==> src/rtl/tinycpu_pkg.sv <==
// Shared definitions for the tiny CPU front end: data width, the EBREAK
// encoding and the fetch state machine encoding.
package tinycpu_pkg;

    localparam int XLEN = 32;

    // EBREAK encoding; a fetch of this word stops the front end when halting is built in.
    localparam logic [XLEN-1:0] INSTR_EBREAK = 32'h0010_0073;

    typedef enum logic {
        FETCH = 1'b0,
        HALT  = 1'b1
    } fetch_state_t;

endpackage

==> src/rtl/if_id_reg.sv <==
// IF/ID pipeline register: holds the fetched instruction, its address and the
// valid flag. The parent decides when to load, flush or hold.
module if_id_reg
    import tinycpu_pkg::*;
(
    input  logic            clk,
    input  logic            reset,
    input  logic            load_i,
    input  logic            flush_i,
    input  logic [XLEN-1:0] instr_i,
    input  logic [XLEN-1:0] pc_i,
    output logic            valid_o,
    output logic [XLEN-1:0] instr_o,
    output logic [XLEN-1:0] pc_o
);

    logic            valid_q;
    logic [XLEN-1:0] instr_q;
    logic [XLEN-1:0] pc_q;

    // Load a new instruction, drop the valid flag on flush, otherwise hold.
    always_ff @(posedge clk) begin
        // NOTE: sequential state uses non-blocking assignments so every flop
        // samples the pre-edge values regardless of statement order.
        if (reset) begin
            valid_q <= 1'b0;
            instr_q <= '0;
            pc_q    <= '0;
        end else if (flush_i) begin
            // Only the valid flag matters after a flush; the payload is stale but harmless.
            valid_q <= 1'b0;
        end else if (load_i) begin
            valid_q <= 1'b1;
            instr_q <= instr_i;
            pc_q    <= pc_i;
        end
    end

    assign valid_o = valid_q;
    assign instr_o = instr_q;
    assign pc_o    = pc_q;

endmodule

==> src/rtl/instr_fetch.sv <==
// Instruction fetch stage: owns the PC and the FETCH/HALT state machine and
// drives an asynchronous-read instruction ROM. The fetched word goes to the
// decode stage through if_id_reg with a valid/ready handshake.
// Optional feature: define FETCH_HALT_EN to stop fetching after an EBREAK.
module instr_fetch
    import tinycpu_pkg::*;
#(
    parameter logic [XLEN-1:0] RESET_PC = 32'h0000_0000,
    parameter int              ADDR_W   = 6
) (
    input  logic              clk,
    input  logic              reset,
    input  logic              fetch_en,
    input  logic              redirect_valid,
    input  logic [XLEN-1:0]   redirect_pc,
    output logic [ADDR_W-1:0] imem_addr,
    input  logic [XLEN-1:0]   imem_data,
    output logic              id_valid,
    input  logic              id_ready,
    output logic [XLEN-1:0]   id_instr,
    output logic [XLEN-1:0]   id_pc,
    output logic              halted
);

    logic [XLEN-1:0] pc_q;
    logic [XLEN-1:0] pc_d;
    fetch_state_t    state_q;
    logic            out_free;
    logic            do_fetch;
    logic            do_flush;

    // The output register can take a new word when empty or being drained this cycle.
    assign out_free = !id_valid || id_ready;
    assign do_fetch = out_free && fetch_en && (state_q == FETCH) && !redirect_valid;
    // A redirect flushes unconditionally; an idle-but-free register simply empties.
    assign do_flush = redirect_valid || (out_free && !do_fetch);

    // ROM index wraps naturally because only the word-address bits are used.
    assign imem_addr = pc_q[ADDR_W+1:2];

    // Next PC: redirect wins over sequential advance; pc+4 wraps modulo 2^32.
    always_comb begin
        pc_d = pc_q;
        if (redirect_valid) begin
            pc_d = redirect_pc & ~32'h3;
        end else if (do_fetch) begin
            pc_d = pc_q + 32'd4;
        end
    end

    // PC register; reset overrides any redirect or handshake in flight.
    always_ff @(posedge clk) begin
        if (reset) begin
            pc_q <= RESET_PC;
        end else begin
            pc_q <= pc_d;
        end
    end

`ifdef FETCH_HALT_EN
    // FETCH/HALT machine: a fetched EBREAK parks the stage until reset.
    always_ff @(posedge clk) begin
        if (reset) begin
            state_q <= FETCH;
        end else if (do_fetch && (imem_data == INSTR_EBREAK)) begin
            state_q <= HALT;
        end
    end

    assign halted = (state_q == HALT);
`else
    // Without the halt feature the stage never leaves FETCH.
    assign state_q = FETCH;
    assign halted  = 1'b0;
`endif

    if_id_reg u_if_id_reg (
        .clk     (clk),
        .reset   (reset),
        .load_i  (do_fetch),
        .flush_i (do_flush),
        .instr_i (imem_data),
        .pc_i    (pc_q),
        .valid_o (id_valid),
        .instr_o (id_instr),
        .pc_o    (id_pc)
    );

endmodule

==> config.mk <==
export PLATFORM = sky130hd
export DESIGN_NAME = instr_fetch
export DESIGN_NICKNAME = d
export VERILOG_FILES = /design/src/rtl/tinycpu_pkg.sv /design/src/rtl/if_id_reg.sv /design/src/rtl/instr_fetch.sv
export SDC_FILE = /design/constraint.sdc
export NUM_CORES = 1
export LEC_CHECK = 0
export ABC_AREA = 0
export ABC_CLOCK_PERIOD_IN_PS = 3400
export CORE_MARGIN = 2
export CORE_UTILIZATION = 49
export CTS_CLUSTER_DIAMETER = 80
export DETAILED_ROUTE_END_ITERATION = 16
export GPL_ROUTABILITY_DRIVEN = 0
export GPL_TIMING_DRIVEN = 0
export HOLD_SLACK_MARGIN = 0.02
export PLACE_DENSITY = 0.82
export SLEW_MARGIN = 20
export SYNTH_ARGS = -nofsm -noshare
export SYNTH_HDL_FRONTEND = slang
export SYNTH_SLANG_ARGS = --single-unit
==> constraint.sdc <==
create_clock -name clk -period 3.4 [get_ports clk]
set_input_delay 0.51 -clock clk [delete_from_list [all_inputs] [get_ports clk]]
set_output_delay 0.51 -clock clk [all_outputs]
set_load 0.05 [all_outputs]
==> reports/results.ini <==
[placed_design]
placedInstanceArea_um2=5610
port_buffers=132
place_inst=771
post-dp-hpwl_mm=8.86

[clock_network]
cts.clk_slew.worst_paths_ns=0.09
h-tree-depth=3
clk_root_buffer_cell=clkbuf_8
cts_tree=built
ctsResizeCount=0
cts_setup_buffers=0
cts_made_buffers=9
hold_buffers=0
clkLatencyLatePin_ns=0.37
clock_path_buffers=2
clock-sinks=93

[logic_synthesis]
yosys-top-cells-area=dfxtp_1 45%, nand2_1 13%, a21oi_1 8.2%
netlist.area_leader.share_pct=45.0
syn_area_per_cell_um2=7.78
yosysSeqAreaShare_pct=45.0
ys_dominant_reg_cell=dfxtp_1
synth_top_family_by_area=simple AND/OR/NAND/NOR gates
async_flop_share_pct=0
synth_top_area_cell=dfxtp_1
synthSimpleGateAreaFrac_pct=28.9
synth_cells=532
synth-edff-count=0
synth_seq_cells=93
synth_compound_area_share_pct=17.3
synth.distinct_cells=51
synth_xor_area_share_pct=1.69
ys_warn_count=0
synthMuxAreaShare_pct=0.242
synth_area_um2=4140
synthAdderAreaFrac_pct=0.302

[finish]
diodes=0
final_nets=747
fin_area_um2=5800
drive_gt1_share_pct=4.84
layout_common_cells=141 x nand2_1, 132 x clkdlybuf4s50_1, 93 x dfxtp_1, 68 x a21oi_1, 37 x clkbuf_1
layout_commonest_cell=nand2_1
post-route-util_pct=70.6
multi_input_comb_area_um2=2020
stdcell_count=787
syn_to_final_growth_pct=40.0
regArea_um2=1860
num-fill-cells=707

[floorplan]
row_count=33
core_area_um2=8220
initial_core_util_pct=50.4
die_area_um2=9200
dieHeight_um=95.9
design.portCount=141
die_w_um=95.9

[global_route]
grt_pass1_wl_mm=19.1
antenna_found_initial=0
overflow=0
grt_max_degree=16
grt_pass1_vias=4060
gr-usage-all-layers_pct=26.6

[status]
status=complete, no violations

[sta]
fin_skew_ns=0.00710
slew_violations=0
max_clock_freq_ghz=0.377
layout_min_cycle_time_ns=2.65
hold_viol=0
fin_crit_sh_pct=77.9
relSlewSlack_pct=30.9
setup_viol=0
worst_pin_slew_ns=1.03
tns_ns=0
rsz0062_at_grt=no

[run]
drv_cap=0

[setup_path]
crit_top_cell=clkbuf_1
cp-startpoint=pc_q[7]$_SDFFE_PP0P_
start_kind=flop
cp-end-kind=flop
crit_family=buffers and inverters
path_buf_inv=2
required_ns=3.65
cp.arrival_ns=2.90
slowest_stage=clkbuf_1
worstSetupPathType=reg -> reg
crit_chain=clkbuf_1 -> nand4_1 -> nor3_1 -> clkbuf_1 -> a311oi_1 -> a2111oi_0
cp_max_fo=10
reg2reg_from=pc_q[7]$_SDFFE_PP0P_
slowest_delay_ns=0.47

[hold_path]
hold_class=reg -> reg
min-delay-start=u_if_id_reg.pc_o[27]$_SDFFE_PP0P_

[pwr]
power.leakage_nw=1.99
pwr_density_cell_nw_per_um2=416
vdd_drop_max_v=0.000301

[routing]
drc=0
dr.pass1.iters=6
drtAntennaViolNets=0
vias=4411
avgViaCountPerCell=5.60
routed_wl_mm=12.2
first_iter_violations=267
routedWlPerCell_um=15.5

## flip-flops by register name (all words and copies together) (netlist names)
signal,cells
u_if_id_reg.pc_o,30
u_if_id_reg.valid_o,1
pc_q,30
u_if_id_reg.instr_o,32
## cell type report
type	instances	share of cell area (%)
Buffer	50	3.88
Clock buffer	11	2.27
Clock inverter	5	1.06
Inverter	11	0.712
Multi-Input combinational cell	380	34.9
Sequential cell	93	32.1
Tap cell	105	2.27
Timing Repair Buffer	132	22.8
## kinds of logic after synthesis
logic type / Yosys count
AO/OA/AOI/OAI: 116
XOR/XNOR: 8
adder cells (fa/ha/maj): 1
buffers and inverters: 61
flip-flops: 93
multiplexers: 1
other: 1
AND/OR/NAND/NOR: 251
## synth_stat cells (4+ instances only)
| library cell | count |
|---|---|
| and3_1 | 6 |
| inv_1 | 11 |
| clkbuf_1 | 35 |
| nor2_1 | 23 |
| and4_1 | 6 |
| a21oi_1 | 68 |
| o21ai_0 | 4 |
| o31ai_1 | 5 |
| buf_4 | 9 |
| xnor2_1 | 5 |
| a211oi_1 | 8 |
| or4_1 | 6 |
| nand2_1 | 141 |
| or3_1 | 7 |
| a31oi_1 | 4 |
| dfxtp_1 | 93 |
| nand4_1 | 14 |
| a311oi_1 | 9 |
| nand3_1 | 11 |
| nor2b_1 | 5 |
| nor4_1 | 9 |
| nor3_1 | 6 |
## per-layer routing
layer	global-route usage [%]	up-vias	part of all wire [%]
met5	0	-	0
met4	10.2	0	2.5
met3	5.87	33	6.9
met2	43.9	189	48
met1	34.1	2045	42
li1	-	2144	-
## power breakdown
group	switching, mW	internal [mW]	leakage [nW]
logic	0.277	0.191	1.14
clock network	0.403	0.342	0.0858
registers	0.0542	1.14	0.762
## worst paths after layout
path | endpoint | slack [ns] | depth (start not counted)
worst max register to register | pc_q[24]$_SDFFE_PP0P_ | 0.75 | 6
worst min-delay path | u_if_id_reg.pc_o[27]$_SDFFE_PP0P_ | 0.46 | 2
worst max-delay path | pc_q[24]$_SDFFE_PP0P_ | 0.75 | 6
worst min register to register | u_if_id_reg.pc_o[27]$_SDFFE_PP0P_ | 0.46 | 2
## through the flow
step           worst slack, ns  hold slack (ns)  power, mW
4_1_cts                  0.860            0.460       2.40
3_5_place_dp             0.516            0.446       1.69
3_3_place_gp             0.488            0.441       1.67
2_1_floorplan             1.29            0.448       1.49
6_report                 0.750            0.459       2.41
5_1_grt                  0.672            0.479       2.51
## tightest hold or removal path, delay by kind of cell, from the launching register on
kind	cells	cell delay, ns
compound gates	1	0.05
flops	1	0.32
simple gates	1	0.05
Power figures use the tool's default switching activity.
